===== src/rtl/qpd_lockin_pkg.sv =====
// Shared types and helpers for the multiplexed QPD lock-in demodulator.
package qpd_lockin_pkg;

  typedef enum logic [1:0] {
    ST_IDLE = 2'd0,
    ST_CALC = 2'd1,
    ST_DUMP = 2'd2
  } state_t;

  localparam int SAT_W = 64;

  function automatic int prod_width(input int nb);
    return 2 * nb + 1;
  endfunction

  function automatic int acc_width(input int nb, input int decim);
    return prod_width(nb) + $clog2(decim);
  endfunction

  // Clamp a sign-extended value into the signed range of a w-bit word.
  function automatic logic signed [SAT_W-1:0] sat_signed(input logic signed [SAT_W-1:0] x,
                                                          input int w);
    logic signed [SAT_W-1:0] hi;
    logic signed [SAT_W-1:0] lo;
    hi = (64'sd1 <<< (w - 1)) - 64'sd1;
    lo = -hi - 64'sd1;
    if (x > hi) begin
      return hi;
    end else if (x < lo) begin
      return lo;
    end else begin
      return x;
    end
  endfunction

endpackage


===== src/rtl/qpd_lockin_mux_if.sv =====
// Sample, reference, result and handshake bundle of qpd_lockin_mux.
interface qpd_lockin_mux_if #(
  parameter int NUM_QPD  = 2,
  parameter int NUM_BITS = 24
);
  logic                               tick_i;
  logic [NUM_QPD-1:0][NUM_BITS-1:0]   qpd_a_i;
  logic [NUM_QPD-1:0][NUM_BITS-1:0]   qpd_b_i;
  logic [NUM_BITS-1:0]                sin_i;
  logic [NUM_BITS-1:0]                cos_i;
  logic                               ready_i;
  logic [NUM_QPD-1:0][NUM_BITS:0]     x_i_o;
  logic [NUM_QPD-1:0][NUM_BITS:0]     x_q_o;
  logic [NUM_QPD-1:0][NUM_BITS:0]     s_i_o;
  logic [NUM_QPD-1:0][NUM_BITS:0]     s_q_o;
  logic                               valid_o;
  logic                               busy_o;
  logic                               overrun_o;
  logic [31:0]                        dump_count_o;
  logic [15:0]                        drop_count_o;

  modport master (
    output tick_i, qpd_a_i, qpd_b_i, sin_i, cos_i, ready_i,
    input  x_i_o, x_q_o, s_i_o, s_q_o, valid_o, busy_o, overrun_o,
           dump_count_o, drop_count_o
  );

  modport slave (
    input  tick_i, qpd_a_i, qpd_b_i, sin_i, cos_i, ready_i,
    output x_i_o, x_q_o, s_i_o, s_q_o, valid_o, busy_o, overrun_o,
           dump_count_o, drop_count_o
  );
endinterface


===== src/rtl/qpd_lockin_mux_lockin_mac.sv =====
// Shared multiplier feeding a bank of 4*NUM_QPD accumulators addressed by {q,k}.
module lockin_mac
  import qpd_lockin_pkg::*;
#(
  parameter int  NUM_QPD  = 2,
  parameter int  NUM_BITS = 24,
  parameter int  DECIM    = 64,
  localparam int NSTEP    = 4 * NUM_QPD,
  localparam int STEP_W   = $clog2(NSTEP),
  localparam int PROD_W   = prod_width(NUM_BITS),
  localparam int ACC_W    = acc_width(NUM_BITS, DECIM)
) (
  input  logic                       clk,
  input  logic                       reset,
  input  logic                       i_en,
  input  logic                       i_clr,
  input  logic [STEP_W-1:0]          i_sel,
  input  logic signed [NUM_BITS:0]   i_op_a,
  input  logic signed [NUM_BITS-1:0] i_op_b,
  output logic signed [ACC_W-1:0]    o_acc [NSTEP]
);

  logic signed [PROD_W-1:0] w_a_ext;
  logic signed [PROD_W-1:0] w_b_ext;
  logic signed [PROD_W-1:0] w_prod;
  logic signed [ACC_W-1:0]  r_acc [NSTEP];

  assign w_a_ext = PROD_W'(i_op_a);
  assign w_b_ext = PROD_W'(i_op_b);
  // The full-width product always fits PROD_W bits, so truncation is exact.
  assign w_prod  = w_a_ext * w_b_ext;

  // Accumulator bank: clear on dump, otherwise add the current product.
  always_ff @(posedge clk) begin
    if (reset || i_clr) begin
      for (int i = 0; i < NSTEP; i++) begin
        r_acc[i] <= '0;
      end
    end else if (i_en) begin
      r_acc[i_sel] <= r_acc[i_sel] + ACC_W'(w_prod);
    end
  end

  assign o_acc = r_acc;

endmodule


===== src/rtl/qpd_lockin_mux.sv =====
// Time-multiplexed integrate-and-dump lock-in demodulator for NUM_QPD QPD pairs.
// Define QPD_LOCKIN_SATURATE_EN to saturate (instead of truncate) the dumped averages.
module qpd_lockin_mux
  import qpd_lockin_pkg::*;
#(
  parameter int NUM_QPD  = 2,
  parameter int NUM_BITS = 24,
  parameter int DECIM    = 64
) (
  input  logic            clk,
  input  logic            reset,
  qpd_lockin_mux_if.slave bus
);

  localparam int NSTEP  = 4 * NUM_QPD;
  localparam int STEP_W = $clog2(NSTEP);
  localparam int TCNT_W = $clog2(DECIM);
  localparam int OUT_W  = NUM_BITS + 1;
  localparam int WIDE_W = NUM_BITS + 2;
  localparam int ACC_W  = acc_width(NUM_BITS, DECIM);
  localparam int SHIFT  = NUM_BITS - 1 + TCNT_W;
  localparam logic [STEP_W-1:0] STEP_LAST = STEP_W'(NSTEP - 1);
  localparam logic [TCNT_W-1:0] TCNT_LAST = TCNT_W'(DECIM - 1);

  state_t                      r_state;
  state_t                      w_next;
  logic                        w_accept;
  logic                        w_mac_en;
  logic                        w_last;
  logic                        w_dump;
  logic                        w_load;
  logic [STEP_W-1:0]           r_step;
  logic [STEP_W-1:0]           w_qidx;
  logic [TCNT_W-1:0]           r_tick_cnt;
  logic signed [OUT_W-1:0]     w_diff [NUM_QPD];
  logic signed [OUT_W-1:0]     w_sum  [NUM_QPD];
  logic signed [OUT_W-1:0]     r_diff [NUM_QPD];
  logic signed [OUT_W-1:0]     r_sum  [NUM_QPD];
  logic signed [NUM_BITS-1:0]  r_sin;
  logic signed [NUM_BITS-1:0]  r_cos;
  logic signed [OUT_W-1:0]     w_op_a;
  logic signed [NUM_BITS-1:0]  w_op_b;
  logic signed [ACC_W-1:0]     w_acc [NSTEP];
  logic [OUT_W-1:0]            w_res [NSTEP];
  logic [NUM_QPD-1:0][OUT_W-1:0] r_x_i;
  logic [NUM_QPD-1:0][OUT_W-1:0] r_x_q;
  logic [NUM_QPD-1:0][OUT_W-1:0] r_s_i;
  logic [NUM_QPD-1:0][OUT_W-1:0] r_s_q;
  logic                        r_valid;
  logic                        r_overrun;
  logic [31:0]                 r_dump_cnt;
  logic [15:0]                 r_drop_cnt;

  // State register.
  always_ff @(posedge clk) begin
    if (reset) begin
      r_state <= ST_IDLE;
    end else begin
      r_state <= w_next;
    end
  end

  // Next-state and per-cycle control strobes.
  always_comb begin
    w_next   = r_state;
    w_accept = 1'b0;
    w_mac_en = 1'b0;
    w_last   = 1'b0;
    w_dump   = 1'b0;
    case (r_state)
      ST_IDLE: begin
        if (bus.tick_i) begin
          w_accept = 1'b1;
          w_next   = ST_CALC;
        end else begin
          w_next   = ST_IDLE;
        end
      end
      ST_CALC: begin
        w_mac_en = 1'b1;
        if (r_step == STEP_LAST) begin
          w_last = 1'b1;
          w_next = (r_tick_cnt == TCNT_LAST) ? ST_DUMP : ST_IDLE;
        end else begin
          w_next = ST_CALC;
        end
      end
      ST_DUMP: begin
        w_dump = 1'b1;
        w_next = ST_IDLE;
      end
      default: begin
        w_next = ST_IDLE;
      end
    endcase
    w_load = w_dump && (!r_valid || bus.ready_i);
  end

  // Negated sum/difference per pair, saturated into NUM_BITS+1 bits.
  always_comb begin
    for (int q = 0; q < NUM_QPD; q++) begin
      w_sum[q]  = OUT_W'(sat_signed(SAT_W'(-(WIDE_W'($signed(bus.qpd_a_i[q]))
                                           + WIDE_W'($signed(bus.qpd_b_i[q])))), OUT_W));
      w_diff[q] = OUT_W'(sat_signed(SAT_W'(-(WIDE_W'($signed(bus.qpd_a_i[q]))
                                           - WIDE_W'($signed(bus.qpd_b_i[q])))), OUT_W));
    end
  end

  // Input latch, step counter and tick counter.
  always_ff @(posedge clk) begin
    if (reset) begin
      r_step     <= '0;
      r_tick_cnt <= '0;
      r_sin      <= '0;
      r_cos      <= '0;
      for (int q = 0; q < NUM_QPD; q++) begin
        r_sum[q]  <= '0;
        r_diff[q] <= '0;
      end
    end else begin
      if (w_accept) begin
        r_step <= '0;
        r_sin  <= $signed(bus.sin_i);
        r_cos  <= $signed(bus.cos_i);
        r_sum  <= w_sum;
        r_diff <= w_diff;
      end else if (w_mac_en) begin
        r_step <= r_step + STEP_W'(1);
      end
      if (w_last) begin
        r_tick_cnt <= (r_tick_cnt == TCNT_LAST) ? '0 : r_tick_cnt + TCNT_W'(1);
      end
    end
  end

  // Step order per pair: diff*sin, diff*cos, sum*sin, sum*cos.
  always_comb begin
    w_qidx = r_step >> 2;
    w_op_b = r_step[0] ? r_cos : r_sin;
    w_op_a = '0;
    for (int q = 0; q < NUM_QPD; q++) begin
      w_op_a = (w_qidx == STEP_W'(q)) ? (r_step[1] ? r_sum[q] : r_diff[q]) : w_op_a;
    end
  end

  lockin_mac #(
    .NUM_QPD  (NUM_QPD),
    .NUM_BITS (NUM_BITS),
    .DECIM    (DECIM)
  ) u_mac (
    .clk    (clk),
    .reset  (reset),
    .i_en   (w_mac_en),
    .i_clr  (w_dump),
    .i_sel  (r_step),
    .i_op_a (w_op_a),
    .i_op_b (w_op_b),
    .o_acc  (w_acc)
  );

  // Floor-shifted averages of every accumulator.
  always_comb begin
    for (int i = 0; i < NSTEP; i++) begin
`ifdef QPD_LOCKIN_SATURATE_EN
      w_res[i] = OUT_W'(sat_signed(SAT_W'(w_acc[i] >>> SHIFT), OUT_W));
`else
      w_res[i] = OUT_W'(w_acc[i] >>> SHIFT);
`endif
    end
  end

  // Result registers, handshake and accounting.
  always_ff @(posedge clk) begin
    if (reset) begin
      r_x_i      <= '0;
      r_x_q      <= '0;
      r_s_i      <= '0;
      r_s_q      <= '0;
      r_valid    <= 1'b0;
      r_overrun  <= 1'b0;
      r_dump_cnt <= 32'd0;
      r_drop_cnt <= 16'd0;
    end else begin
      if (w_load) begin
        for (int q = 0; q < NUM_QPD; q++) begin
          r_x_i[q] <= w_res[4*q];
          r_x_q[q] <= w_res[4*q+1];
          r_s_i[q] <= w_res[4*q+2];
          r_s_q[q] <= w_res[4*q+3];
        end
        r_valid <= 1'b1;
      end else if (r_valid && bus.ready_i) begin
        r_valid <= 1'b0;
      end
      if (w_dump && r_valid && !bus.ready_i) begin
        r_overrun <= 1'b1;
      end
      if (w_dump) begin
        r_dump_cnt <= r_dump_cnt + 32'd1;
      end
      if (bus.tick_i && (r_state != ST_IDLE) && (r_drop_cnt != 16'hFFFF)) begin
        r_drop_cnt <= r_drop_cnt + 16'd1;
      end
    end
  end

  assign bus.x_i_o        = r_x_i;
  assign bus.x_q_o        = r_x_q;
  assign bus.s_i_o        = r_s_i;
  assign bus.s_q_o        = r_s_q;
  assign bus.valid_o      = r_valid;
  assign bus.busy_o       = (r_state != ST_IDLE);
  assign bus.overrun_o    = r_overrun;
  assign bus.dump_count_o = r_dump_cnt;
  assign bus.drop_count_o = r_drop_cnt;

endmodule


===== src/flat_wrapper.sv =====
// flat-port wrapper written by rule: the top's interface ports become plain ports
module qpd_lockin_mux_flat import qpd_lockin_pkg::*;
#(
  parameter int NUM_QPD  = 2,
  parameter int NUM_BITS = 24,
  parameter int DECIM    = 64
)
  (clk, reset, bus_tick_i, bus_qpd_a_i, bus_qpd_b_i, bus_sin_i, bus_cos_i, bus_ready_i, bus_x_i_o, bus_x_q_o, bus_s_i_o, bus_s_q_o, bus_valid_o, bus_busy_o, bus_overrun_o, bus_dump_count_o, bus_drop_count_o);
  qpd_lockin_mux_if #(.NUM_QPD(NUM_QPD), .NUM_BITS(NUM_BITS)) bus_i ();
  input  logic clk;
  input  logic reset;
  input wire logic [$bits(bus_i.tick_i)-1:0] bus_tick_i;
  input wire logic [$bits(bus_i.qpd_a_i)-1:0] bus_qpd_a_i;
  input wire logic [$bits(bus_i.qpd_b_i)-1:0] bus_qpd_b_i;
  input wire logic [$bits(bus_i.sin_i)-1:0] bus_sin_i;
  input wire logic [$bits(bus_i.cos_i)-1:0] bus_cos_i;
  input wire logic [$bits(bus_i.ready_i)-1:0] bus_ready_i;
  output wire logic [$bits(bus_i.x_i_o)-1:0] bus_x_i_o;
  output wire logic [$bits(bus_i.x_q_o)-1:0] bus_x_q_o;
  output wire logic [$bits(bus_i.s_i_o)-1:0] bus_s_i_o;
  output wire logic [$bits(bus_i.s_q_o)-1:0] bus_s_q_o;
  output wire logic [$bits(bus_i.valid_o)-1:0] bus_valid_o;
  output wire logic [$bits(bus_i.busy_o)-1:0] bus_busy_o;
  output wire logic [$bits(bus_i.overrun_o)-1:0] bus_overrun_o;
  output wire logic [$bits(bus_i.dump_count_o)-1:0] bus_dump_count_o;
  output wire logic [$bits(bus_i.drop_count_o)-1:0] bus_drop_count_o;
  assign bus_i.tick_i = bus_tick_i;
  assign bus_i.qpd_a_i = bus_qpd_a_i;
  assign bus_i.qpd_b_i = bus_qpd_b_i;
  assign bus_i.sin_i = bus_sin_i;
  assign bus_i.cos_i = bus_cos_i;
  assign bus_i.ready_i = bus_ready_i;
  assign bus_x_i_o = bus_i.x_i_o;
  assign bus_x_q_o = bus_i.x_q_o;
  assign bus_s_i_o = bus_i.s_i_o;
  assign bus_s_q_o = bus_i.s_q_o;
  assign bus_valid_o = bus_i.valid_o;
  assign bus_busy_o = bus_i.busy_o;
  assign bus_overrun_o = bus_i.overrun_o;
  assign bus_dump_count_o = bus_i.dump_count_o;
  assign bus_drop_count_o = bus_i.drop_count_o;
  qpd_lockin_mux #(.NUM_QPD(NUM_QPD), .NUM_BITS(NUM_BITS), .DECIM(DECIM)) u_core (.clk(clk), .reset(reset), .bus(bus_i));
endmodule

===== config.mk =====
export PLATFORM = sky130hd
export DESIGN_NAME = qpd_lockin_mux_flat
export DESIGN_NICKNAME = d
export VERILOG_FILES = /design/src/rtl/qpd_lockin_pkg.sv /design/src/rtl/qpd_lockin_mux_if.sv /design/src/rtl/qpd_lockin_mux_lockin_mac.sv /design/src/rtl/qpd_lockin_mux.sv /design/src/flat_wrapper.sv
export SDC_FILE = /design/constraint.sdc
export NUM_CORES = 2
export LEC_CHECK = 0
export BUFFER_PORTS_ARGS = -buffer_cell sky130_fd_sc_hd__clkbuf_2
export CAP_MARGIN = 30
export CORE_MARGIN = 2
export CORE_UTILIZATION = 55
export CTS_BUF_LIST = sky130_fd_sc_hd__clkbuf_16
export CTS_CLUSTER_DIAMETER = 30
export DETAILED_ROUTE_END_ITERATION = 10
export PLACE_DENSITY = 0.73
export RECOVER_POWER = 100
export SLEW_MARGIN = 10
export SYNTH_ARGS = -nofsm -noshare
export SYNTH_HDL_FRONTEND = slang
export SYNTH_SLANG_ARGS = --single-unit

===== constraint.sdc =====
create_clock -name clk -period 17.19 [get_ports clk]
set_clock_uncertainty 0.05 [all_clocks]
set_input_delay 1.719 -clock clk [delete_from_list [all_inputs] [get_ports clk]]
set_output_delay 1.719 -clock clk [all_outputs]
set_load 0.02 [all_outputs]

==> impl_metrics.csv <==
group,metric,value,unit
status,outcome,"complete, but fails checks",
status,failed_checks,"max-capacitance violations, max-slew violations",
critical_path,reg2reg_depth,27,
timing,slew_headroom,-2.480,
power_and_ir_drop,vdd.ir_drop.worst,0.0001099,V
flow_run,max_cap_viol_count,11,
floorplan,core_area,116000,um^2
synthesis,synth_cell_types,86,
grt,grt_first_pass_wirelength,321100,um
drt,vias,55450,
clocking,cts.sinks,841,
drt,drt_iter0_drc,5684,
drt,drt-pass1-iter-count,6,
floorplan,rows,125,
grt,overflow,0,
cells_and_area,syn2layout_area_growth,13.95,%
synthesis,syn_nets,8700,
clocking,cts.repair.resized,0,
clocking,cts_made_buffers,167,
placement,gp_congestion,1.015,
placement,place.port_buffers,398,
cells_and_area,fill_cells,9757,
grt,grt_pass1_vias,55670,
synthesis,ys_ff_latch,841,
critical_path,worstSetupStartpointType,"flip-flop",
power_and_ir_drop,p_leak,0.03167,uW
clocking,clkTransAtPathRegs,0.05,ns
timing,whs,0.3982,ns
timing,tns,0,ns
critical_path,required,17.81,ns
clocking,cts_tree,"built",
drt,drt-total-wl,205400,um
worst_hold_path,holdPathStages,2,
floorplan,die_x,345.9,um
synthesis,yosysWarnings,0,
grt,track_usage,0.3441,
timing,worstMarginPinSlew,5.220,ns
drt,vias_per_cell,5.885,
floorplan,dieHeight,345.9,um
critical_path,arrival,13.87,ns
drt,highest_layer,"met5",
synthesis,syn_avg_cell_area,8.585,um^2
synthesis,synth_edf_count,0,
grt,grt_max_degree,116,
floorplan,dieArea,119700,um^2
floorplan,start_util,0.5540,
drt,wl_met2,92160,um
placement,place_hpwl,151300,um
timing,max_freq,0.07551,GHz
critical_path,endpoint_kind,"flip-flop",
worst_hold_path,hp-class,"reg -> reg",
drt,route.met3.wl,23330,um
cells_and_area,num-nets-final,8965,
cells_and_area,drive_above_1_share,0.1004,
drt,wl_per_cell,21.80,um
timing,setup_ws,3.946,ns
timing,min_period_over_period,0.7704,
drt,antenna_left,0,
timing,final.min_clock_period,13.24,ns
clocking,cts_root_buffer,"clkbuf_16",
clocking,clock_latency,0.82,ns
clocking,cts_hold_buf,0,
clocking,htree_levels,4,
critical_path,worstSetupPathType,"reg -> reg",
synthesis,synthFlopType,"dfxtp_1",
synthesis,syn_inst,7489,
clocking,post_cts_buffers,0,
grt,antenna_found_initial,5,
synthesis,synthArstFlopShare,0,
synthesis,syn_area,64300,um^2
clocking,cts_buffer_depth,3,
timing,slew_violations,779,
placement,dp_worst_setup_slack,6.461,ns
synthesis,synth_seq_area_share,0.2619,
floorplan,num_io_pins,399,
drt,drc_errors,0,
timing,rsz0062_at_grt,"no",
power_and_ir_drop,cellPowerDensity,120.1,nW/um^2
drt,drt-met1-wl,81990,um
timing,hold_violations,0,
timing,setup_violations,0,
critical_path,crit_fanout,48,
Yosys cell counts (44+ instances only):
library cell,number,area [um^2]
mux4_2,111,2500
xnor2_1,113,989.7
inv_1,864,3243
nor2_1,621,2331
dfxtp_1,841,16840
clkbuf_1,361,1355
mux2_2,90,1013
nand2_1,1482,5563
nor3_1,71,355.3
nor2b_1,46,287.8
a21o_1,55,412.9
xor2_1,67,586.8
o21ai_0,175,875.8
ha_1,337,4217
nand2b_1,61,381.6
a21oi_1,758,3794
nand3_1,147,735.7
mux2i_1,44,440.4
fa_1,726,14530
nand4_1,55,344.1
a211oi_1,61,457.9
area by class of cell:
type                    instances  area [um^2]  area share
repair buffers                507         2525     0.03446
inverters                     867         3254     0.04442
clock inverters               143         1810     0.02471
flip-flops and latches        841        16840      0.2299
clock buffers                 168         4204     0.05738
well taps                    1524         1907     0.02603
multi-input cells            5370        42720      0.5831
diodes                          1        2.502  0.00003415
path summary, 6_finish.rpt:
check / to / startpoint / slack, ns
setup / recovery: u_core.u_mac.o_acc[207] / u_core.r_step[1] / 3.95
hold / removal: u_core.bus.x_i_o[28] / u_core.u_mac.o_acc[197] / 0.40
setup reg to reg: u_core.u_mac.o_acc[207] / u_core.r_step[1] / 3.95
hold reg to reg: u_core.bus.x_i_o[28] / u_core.u_mac.o_acc[197] / 0.40
metrics by stage:
step,power [uW],cells,instance area [um^2],util
global placement,5263,9085,67430,0.5810
detailed placement,5300,9098,67550,0.5821
finish,8800,9421,73270,0.6313
CTS,8728,9409,73570,0.6339
floorplan,4175,7489,64300,-
global route,9216,9421,73270,0.6313
cells by family (layout without fill, tap and decap cells):
group | count (synthesis) | after routing | share of synthesized area
XOR/XNOR | 180 | 180 | 0.02452
adder cells (fa/ha/maj) | 1063 | 1063 | 0.2916
other | 0 | 1 | 0
AO/OA/AOI/OAI | 1274 | 1274 | 0.1162
multiplexers | 245 | 245 | 0.06149
buffers and inverters | 1278 | 1685 | 0.07543
AND/OR/NAND/NOR | 2608 | 2608 | 0.1688
flip-flops | 841 | 841 | 0.2619
power by group:
part / leakage [uW] / switching (uW) / internal, uW
Combinational: 0.0219 / 2230 / 1060
Sequential: 0.00681 / 71.0 / 2040
Clock: 0.00293 / 1190 / 2220
per-layer routing:
layer | track usage | up-vias
li1 | - | 24800
met5 | 0 | -
met1 | 0.4591 | 27320
met2 | 0.5347 | 2841
met3 | 0.09778 | 486
met4 | 0.1241 | 6
critical path, stage by stage, from the launching register on:
cell       delay [ns]
dfxtp_4          0.79
clkbuf_1         2.32
mux2i_1          0.62
nand2_1          0.24
o21a_1           0.67
nand2_1          0.16
fa_1             0.54
fa_1             0.55
inv_1            0.06
fa_1             0.46
ha_1             0.24
fa_1             0.54
inv_1            0.05
fa_1             0.48
fa_1             0.55
inv_1            0.05
ha_1             0.37
nand3_1          0.09
nor2_1           0.56
nand4_1          0.44
a2111oi_0        1.02
nor2_1           0.27
o31ai_1          0.55
nand3_1          0.21
o21ai_0          0.24
xnor2_1          0.27
clkbuf_1         0.47
o21ai_0          0.18
state kept, by name, indices dropped and copies added, names as in the netlist:
signal / count
u_core.r_diff: 50
u_core.bus.overrun_o: 1
u_core.u_mac.o_acc: 432
u_core.r_cos: 24
u_core.bus.x_q_o: 50
u_core.r_sin: 24
u_core.bus.dump_count_o: 32
u_core.bus.valid_o: 1
u_core.bus.s_i_o: 50
u_core.r_sum: 50
u_core.r_step: 3
u_core.r_state: 2
u_core.bus.x_i_o: 50
u_core.r_tick_cnt: 6
u_core.bus.drop_count_o: 16
u_core.bus.s_q_o: 50
layout by cell type, fill, tap and decap left out, types with 17 or more instances in the layout:
cell and n:
a211oi_1 62, a21o_1 55, a21oi_1 759, and2_1 28, and3_1 18, buf_4 80, bufinv_16 27, clkbuf_1 273
clkbuf_16 168, clkbuf_2 146, clkinv_2 18, clkinvlp_4 19, dfxtp_1 839, fa_1 725, ha_1 337, inv_1 884
mux2_2 88, mux2i_1 35, mux4_2 111, nand2_1 1475, nand2b_1 61, nand3_1 145, nand4_1 55, nor2_1 613
nor2b_1 46, nor3_1 69, o21a_1 31, o21ai_0 175, o21ai_1 21, o21bai_1 32, o221a_2 17, or3_1 23
xnor2_1 113, xor2_1 67
Power figures use the tool's default switching activity.
